**src/rtl/ifetch_pkg.sv**
```systemverilog
// Shared types and constants for the instruction fetch stage and its bench.
package ifetch_pkg;

    typedef enum logic [1:0] {
        RESET = 2'd0,
        REQ   = 2'd1,
        WAIT  = 2'd2,
        HOLD  = 2'd3
    } state_t;

    localparam logic [5:0]  OP_J       = 6'b000010;
    localparam logic [5:0]  OP_JAL     = 6'b000011;
    localparam int unsigned WORD_BYTES = 4;

endpackage

```
**src/rtl/instruction_fetch_next_pc_calc.sv**
```systemverilog
// Next-PC selection: jr > j/jal > taken beq > sequential. Purely combinational.
module next_pc_calc
    import ifetch_pkg::*;
(
    input  logic [31:0] pc_i,
    input  logic        pcwr_i,
    input  logic        pcsrc_i,
    input  logic        is_jump_i,
    input  logic        branch_taken_i,
    input  logic [15:0] imm16_i,
    input  logic [25:0] imm26_i,
    input  logic [29:0] jr_word_i,
    output logic [31:0] pc_plus4_o,
    output logic [31:0] next_pc_o
);

    logic [31:0] br_off;

    assign pc_plus4_o = pc_i + 32'(WORD_BYTES);
    assign br_off     = {{14{imm16_i[15]}}, imm16_i, 2'b00};

    always_comb begin
        next_pc_o = pc_plus4_o;
        if (pcwr_i) begin
            next_pc_o = {jr_word_i, 2'b00};
        end else if (pcsrc_i && is_jump_i) begin
            next_pc_o = {pc_plus4_o[31:28], imm26_i, 2'b00};
        end else if (pcsrc_i && branch_taken_i) begin
            next_pc_o = pc_plus4_o + br_off;
        end
    end

endmodule

```
**src/rtl/instruction_fetch.sv**
```systemverilog
// Fetch stage: PC register, imem req/ready handshake, instruction register for the decoder.
// Optional IFETCH_MISALIGN_TRAP_EN adds misalign_trap_o and restarts fetch on a misaligned jr.
module instruction_fetch
    import ifetch_pkg::*;
#(
    parameter logic [31:0] RESET_PC  = 32'h0000_0000,
    parameter logic [31:0] NOP_INSTR = 32'h0000_0000
) (
    input  logic        clk_i,
    input  logic        rst_n_i,
    output logic        imem_req_o,
    output logic [31:0] imem_addr_o,
    input  logic        imem_ready_i,
    input  logic [31:0] imem_rdata_i,
    input  logic        stall_i,
    output logic [31:0] instruction_o,
    output logic        instr_valid_o,
    output logic [31:0] pc_o,
    output logic [31:0] pc_plus4_o,
    input  logic        pcsrc_i,
    input  logic        is_jump_i,
    input  logic        branch_taken_i,
    input  logic [15:0] imm16_i,
    input  logic [25:0] imm26_i,
    input  logic        pcwr_i,
    input  logic [31:0] jr_target_i
`ifdef IFETCH_MISALIGN_TRAP_EN
    ,
    output logic        misalign_trap_o
`endif
);

    state_t      state_q, state_d;
    logic [31:0] pc_q, pc_d;
    logic [31:0] instr_q, instr_d;
    logic        valid_q, valid_d;
    logic [31:0] next_pc;

    next_pc_calc u_next_pc (
        .pc_i           (pc_q),
        .pcwr_i         (pcwr_i),
        .pcsrc_i        (pcsrc_i),
        .is_jump_i      (is_jump_i),
        .branch_taken_i (branch_taken_i),
        .imm16_i        (imm16_i),
        .imm26_i        (imm26_i),
        .jr_word_i      (jr_target_i[31:2]),
        .pc_plus4_o     (pc_plus4_o),
        .next_pc_o      (next_pc)
    );

`ifdef IFETCH_MISALIGN_TRAP_EN
    logic trap_q, trap_d;
    logic misalign;

    assign misalign        = pcwr_i && (jr_target_i[1:0] != 2'b00);
    assign misalign_trap_o = trap_q;
`else
    // jr low bits are masked off entirely when the trap is not built in
    logic unused_jr_lsb;
    assign unused_jr_lsb = ^jr_target_i[1:0];
`endif

    always_comb begin
        state_d = state_q;
        pc_d    = pc_q;
        instr_d = instr_q;
        valid_d = valid_q;
`ifdef IFETCH_MISALIGN_TRAP_EN
        trap_d  = 1'b0;
`endif
        case (state_q)
            RESET: state_d = REQ;
            REQ, WAIT: begin
                if (imem_ready_i) begin
                    instr_d = imem_rdata_i;
                    valid_d = 1'b1;
                    state_d = HOLD;
                end else begin
                    state_d = WAIT;
                end
            end
            HOLD: begin
                if (!stall_i) begin
                    pc_d    = next_pc;
                    valid_d = 1'b0;
                    state_d = REQ;
`ifdef IFETCH_MISALIGN_TRAP_EN
                    if (misalign) begin
                        pc_d   = RESET_PC;
                        trap_d = 1'b1;
                    end
`endif
                end
            end
            default: state_d = RESET;
        endcase
    end

    always_ff @(posedge clk_i or negedge rst_n_i) begin
        if (!rst_n_i) begin
            state_q <= RESET;
            pc_q    <= RESET_PC;
            instr_q <= NOP_INSTR;
            valid_q <= 1'b0;
`ifdef IFETCH_MISALIGN_TRAP_EN
            trap_q  <= 1'b0;
`endif
        end else begin
            state_q <= state_d;
            pc_q    <= pc_d;
            instr_q <= instr_d;
            valid_q <= valid_d;
`ifdef IFETCH_MISALIGN_TRAP_EN
            trap_q  <= trap_d;
`endif
        end
    end

    assign imem_req_o    = (state_q == REQ) || (state_q == WAIT);
    assign imem_addr_o   = pc_q;
    assign instruction_o = valid_q ? instr_q : NOP_INSTR;
    assign instr_valid_o = valid_q;
    assign pc_o          = pc_q;

endmodule

```
**config.mk**
```make
export PLATFORM = sky130hd
export DESIGN_NAME = instruction_fetch
export DESIGN_NICKNAME = d
export VERILOG_FILES = /design/src/rtl/ifetch_pkg.sv /design/src/rtl/instruction_fetch_next_pc_calc.sv /design/src/rtl/instruction_fetch.sv
export SDC_FILE = /design/constraint.sdc
export NUM_CORES = 1
export LEC_CHECK = 0
export BUFFER_PORTS_ARGS = -buffer_cell sky130_fd_sc_hd__buf_4
export CORE_MARGIN = 2
export CORE_UTILIZATION = 46
export CTS_BUF_LIST = sky130_fd_sc_hd__clkbuf_2
export DETAILED_ROUTE_END_ITERATION = 8
export PLACE_DENSITY = 0.79
export SLEW_MARGIN = 20
export SYNTH_ARGS = -nofsm -noshare
export SYNTH_HDL_FRONTEND = slang
export SYNTH_HIERARCHICAL = 1
export SYNTH_SLANG_ARGS = --single-unit
```
**constraint.sdc**
```tcl
create_clock -name clk_i -period 3.87 [get_ports clk_i]
set_input_delay 0.774 -clock clk_i [delete_from_list [all_inputs] [get_ports clk_i]]
set_output_delay 0.774 -clock clk_i [all_outputs]
set_load 0.05 [all_outputs]
```
Word level (Yosys, flattened, before mapping)
Cells that the tools add are included.

Latch bits: 0. Memories kept: 0. Word-level logic and storage cells: 31. Input bits: 114. Output and inout port bits: 130. Memory bits (read-only): 0. Register bits: 67. Bits in writable memories: 0.

Muxes and demuxes: 10. Shift-type cells: 0. Multiply operators: 0. Equal/unequal tests: 5. Bitwise logic cells: 1. Magnitude comparators: 0. Add/subtract/negate cells: 2. Divide/modulo/power cells: 0. Reductions and logical operators: 9.

Operators with widths (number): $mux 32 (4); $add 32x3->32 const B (1); $add 32x32->32 (1); $pmux 2 s3 (1); $eq 2x2->1 const B (2); $ne 2x2->1 const B (2); $reduce_and 2->1 (2); $mux 1 (3); $reduce_and 3->1 (1); $eq 2x1->1 const B (1); $logic_and 1x1->1 (2); $logic_not 2->1 (1); $mux 2 (1); $pmux 1 s2 (1); $reduce_bool 2->1 (1); $reduce_or 2->1 (1); $logic_or 1x1->1 (1); $not 1->1 (1).

Logic depth before layout (Yosys ltp)
Word-level depth: 5. Depth in mapped cells: 18. Mapped depth without buffers: 18.

Hierarchy
The synthesis kept the hierarchy.

Modules (own cells, without submodules): instruction_fetch (sequential area each 1676.6 um^2, area each 3155.5 um^2, times used 1, cells each 217); next_pc_calc (sequential area each 0.0 um^2, area each 3000.4 um^2, times used 1, cells each 460).

Worst setup path after synthesis
OpenSTA, ideal clock, no wires.

Kind: reg2reg. Start: reg pc_q[2] (netlist: imem_addr_o[2]). End: reg pc_q[31] (netlist: imem_addr_o[31]). Buffers on the path: 0. Slack: -1234 ps. Data required time: 3745 ps. Period minus slack after synthesis: 5104 ps. Data arrival time: 4979 ps. Stages on the path, launching flop included: 18. Setup time: 125 ps. Path through: dfrtp_1 ha_1 nand2_1 nor4_2 nand3_1 nor2_1 nor2b_1 nand2_1 xnor2_1 ha_1 a21oi_1 nor2b_1 a211o_1 o311ai_1 o31ai_1 xnor2_1 mux2_2 mux2_4.

Cells in the longest elaborated chain, start to end: 5.

RTL lines: start, declared (RTL line instruction_fetch.sv:34) `logic [31:0] pc_q, pc_d;`; start signal, assigned (RTL line instruction_fetch.sv:111) `pc_q <= pc_d;`; $add 32x3->32 (RTL line instruction_fetch_next_pc_calc.sv:19) `assign pc_plus4_o = pc_i + 32'(WORD_BYTES);`; net pc_plus4_o[28] (RTL line instruction_fetch.sv:19) `output logic [31:0] pc_plus4_o,`; $add 32x32->32 (RTL line instruction_fetch_next_pc_calc.sv:29) `next_pc_o = pc_plus4_o + br_off;`; $mux 32 (RTL line instruction_fetch_next_pc_calc.sv:28) `end else if (pcsrc_i && branch_taken_i) begin`; $mux 32 (RTL line instruction_fetch_next_pc_calc.sv:26) `end else if (pcsrc_i && is_jump_i) begin`; $mux 32 (RTL line instruction_fetch_next_pc_calc.sv:24) `if (pcwr_i) begin`; net next_pc[31] (RTL line instruction_fetch.sv:37) `logic [31:0] next_pc;`.

The timed path passes the listed nets, and every way through them passes these cells. A chain may end at the register's enable or synchronous reset.

Worst setup path in the final report
Start: reg pc_q[2] (netlist: imem_addr_o[2]). End: reg pc_q[31] (netlist: imem_addr_o[31]).

Cells in the longest elaborated chain, start to end: 5.

RTL lines (RTL line): $add 32x3->32 * (instruction_fetch_next_pc_calc.sv:19); $add 32x32->32 (instruction_fetch_next_pc_calc.sv:29); $mux 32 (instruction_fetch_next_pc_calc.sv:28); $mux 32 * (instruction_fetch_next_pc_calc.sv:26); $mux 32 * (instruction_fetch_next_pc_calc.sv:24); net next_pc[31] (instruction_fetch.sv:37).

The timed path passes the listed nets; every way through them passes the cells marked *.

==> flow_summary.yaml <==
run_status:
  status: "completed"
grt:
  antenna_found_initial: 1
  grt_overflow_total: 0
  grtUsageTotal_pct: 28.45
  grt_pass1_vias: 6095
  grt_start_max_net_pins: 68
  grt_first_pass_wirelength_mm: 31.75
timing:
  fin_crit_ps: 3842
  tightest_slew_ps: 890.4
  holdWs_ps: 346.7
  fmax_mhz: 260.3
  maxSlewViolCount: 0
  layout_setup_ws_ps: 28.20
  hold_viol_final: 0
  rsz0062_at_grt: "yes"
  max_slew_margin_pct: 40.57
  skew_ps: 24.93
  setup_viol: 0
  post-route-period-util_pct: 99.27
detailed_routing:
  ant_nets: 0
  first_iter_violations: 563
  viasPerCell: 5.484
  via_count: 6351
  drc: 0
  avgRoutedWirePerCell_um: 18.16
  finalWirelength_mm: 21.02
  firstDrtPassIters: 7
floorplanning:
  die_y_um: 119.7
  core_sq_mm: 0.01314
  ioPinCount: 244
  die_area_sq_mm: 0.01432
  fp.dieW_um: 119.7
  initial_core_util_pct: 46.86
  fp-row-count: 42
layout:
  finish.instance_area_sq_mm: 0.009244
  final_nets: 1128
  fill_cells: 1041
  final_layout_size_suffix_gt1_share_pct: 53.01
  syn_to_final_growth_pct: 50.16
worst_setup_path:
  cp_data_arrival_time_ps: 4240
  cp_max_fo: 4
  r2r_cells: 16
  startpoint_type: "flop"
  crit_path_end_kind: "flop"
  critPathKind: "flop to flop"
  worstPathRequired_ps: 4270
  r2r-start: "imem_addr_o[2]"
  reg2reg_to: "imem_addr_o[31]"
  rrSetupSlack_ps: 30
yosys:
  synth-async-reset-ratio_pct: 100.0
  synth_cell_type_count: 66
  netlist.area_leader.share_pct: 27.24
  syn_nets: 829
  synth_edf_count: 0
  synthTopCellsByArea: "dfrtp_1 (27%), ha_1 (7.5%), mux2_4 (7.1%)"
  syn_inst: 677
  syn_avg_cell_area_sq_um: 9.093
  ys_warn_count: 6
  synth_seq_cells: 67
  synth_ff_type: "dfrtp_1"
  synth_area_sq_mm: 0.006156
  yosysSeqAreaShare_pct: 27.24
  yosysTopAreaCell: "dfrtp_1"
hold_path:
  hp-class: "input pin to async pin"
clocking:
  cts_made_buffers: 9
  root_buffer: "clkbuf_2"
  clk_latency_ps: 490
  cts_max_level: 3
  clockBufferDepth: 2
  cts_tree: "yes"
  path_clk_slew_ps: 180
  numClockSinks: 67
placement:
  placed_area_sq_mm: 0.008827
  gp_congestion: 0.9735
  dpl.hpwl_mm: 16.42
  port_buffers: 241
  dp_slack_ps: -129.5
flow_run:
  timing.max_cap.violations: 0
-- per-stage QoR --
stage | instances | setup TNS (ps) | util (%)
2_1_floorplan | 677 | -1280 | -
3_3_place_gp | 1125 | -49.78 | 67.19
3_5_place_dp | 1125 | -129.5 | 67.19
4_1_cts | 1148 | 0 | 69.15
5_1_grt | 1158 | -236.3 | 70.36
6_report | 1158 | 0 | 70.36
-- sequential cells by signal, indices dropped and copies added, names as in the netlist --
signal,cells
imem_addr_o,32
instr_q,32
instr_valid_o,1
state_q,2
-- area by class of cell --
type / instances / area, sq um / area share (%)
timing repair buffer: 354 / 2669 / 28.87
clock inverter: 6 / 56.30 / 0.6091
clock buffer: 10 / 50.05 / 0.5414
inverter: 14 / 52.55 / 0.5685
antenna: 1 / 2.502 / 0.02707
sequential: 67 / 1698 / 18.37
multi-input combinational: 530 / 4496 / 48.63
tap: 176 / 220.2 / 2.382
-- cells in the mapped netlist, types with 2 or more instances --
cell	n
nand2_1	63
nor3_4	2
ha_1	37
a31oi_1	6
xor2_1	16
o211ai_1	6
xnor2_1	33
and2_1	34
o31a_1	2
clkbuf_1	25
o21ai_0	30
mux2_2	38
o21a_1	5
o221ai_1	3
a222oi_1	4
nand2b_1	4
nor3_1	10
a22o_1	2
o31ai_1	7
nand3_1	18
nor4_1	5
a21o_1	13
and4_1	4
o211a_1	2
or3_1	3
buf_12	3
and3_1	8
buf_4	34
o21ai_1	2
o21bai_1	7
a211oi_1	3
inv_1	14
buf_6	4
o22ai_1	11
mux2_4	29
nor2_1	42
nor2b_1	5
dfrtp_1	67
nand4_1	11
a21oi_1	39
-- layer usage --
| layer | GRT usage, % | up-vias | part of all wire [%] |
|---|---|---|---|
| met5 | 0 | - | 0 |
| met4 | 8.162 | 0 | 1.5 |
| met3 | 6.321 | 31 | 8.7 |
| met2 | 46.46 | 302 | 47 |
| met1 | 37.93 | 3012 | 43 |
| li1 | - | 3006 | - |
-- layout by cell type (no fill, tap or decap), types with 4 or more instances in the layout --
| cell type | count |
|---|---|
| buf_4 | 351 |
| nand2_1 | 61 |
| dfrtp_1 | 52 |
| nor2_1 | 40 |
| mux2_2 | 38 |
| and2_1 | 34 |
| a21oi_1 | 33 |
| mux2_4 | 29 |
| o21ai_0 | 29 |
| ha_1 | 28 |
| xnor2_1 | 19 |
| nand3_1 | 15 |
| inv_1 | 14 |
| dfrtp_2 | 14 |
| a21o_1 | 13 |
| nand4_1 | 11 |
| o22ai_1 | 11 |
| clkbuf_2 | 10 |
| xor2_1 | 10 |
| and3_1 | 7 |
| xnor2_2 | 7 |
| xnor2_4 | 7 |
| o21bai_1 | 7 |
| ha_4 | 7 |
| a21oi_2 | 6 |
| nor3_1 | 6 |
| a31oi_1 | 6 |
| o211ai_1 | 6 |
| nor4_1 | 5 |
| o21a_1 | 5 |
| nand2b_1 | 4 |
| xor2_2 | 4 |
| and4_1 | 4 |
| nor2b_1 | 4 |
| o31ai_1 | 4 |
| a222oi_1 | 4 |
-- cells by family (layout without fill, tap and decap cells) --
kind of cell | Yosys count | count (layout) | share of synthesized area, %
buffers and inverters | 80 | 384 | 8.232
adder cells (fa/ha/maj) | 38 | 38 | 7.845
XOR/XNOR | 50 | 50 | 7.236
flip-flops | 67 | 67 | 27.24
other | 0 | 1 | 0
multiplexers | 68 | 68 | 14.19
AO/OA/AOI/OAI | 155 | 155 | 16.69
AND/OR/NAND/NOR | 219 | 219 | 18.58
-- worst max-delay path by stage --
stage	from	to	slack, ps	cells past startpoint
global placement	imem_addr_o[5]	imem_addr_o[31]	-50	18
finish	imem_addr_o[2]	imem_addr_o[31]	30	16
detailed placement	imem_addr_o[5]	imem_addr_o[31]	-130	18
CTS	imem_addr_o[5]	imem_addr_o[31]	7	18
global route	imem_addr_o[11]	imem_addr_o[31]	-90	19
floorplan	imem_addr_o[8]	imem_addr_o[31]	-370	16
-- worst max-delay path: stages, from the launching register on --
cell and delay (ps):
dfrtp_2 480, and3_4 200, buf_4 140, xor2_1 330
ha_1 340, a21oi_1 200, o21bai_1 110, o211a_1 260
o2111ai_1 250, a31oi_1 120, buf_4 170, and4_1 200
o31ai_2 240, buf_4 160, xnor2_1 50, mux2_2 260
mux2_4 250
-- what timing repair did --
action | 4_1_cts | 5_1_grt
endpoints found under the setup margin | 1 | 10
setup buffers | 7 | 9
pin swaps | 15 | 14
resized for setup | 17 | 18
hold buffers | 0 | 0
Power is not shown: default switching activity piles up to over one toggle a cycle in this logic, so the estimate is an artifact.
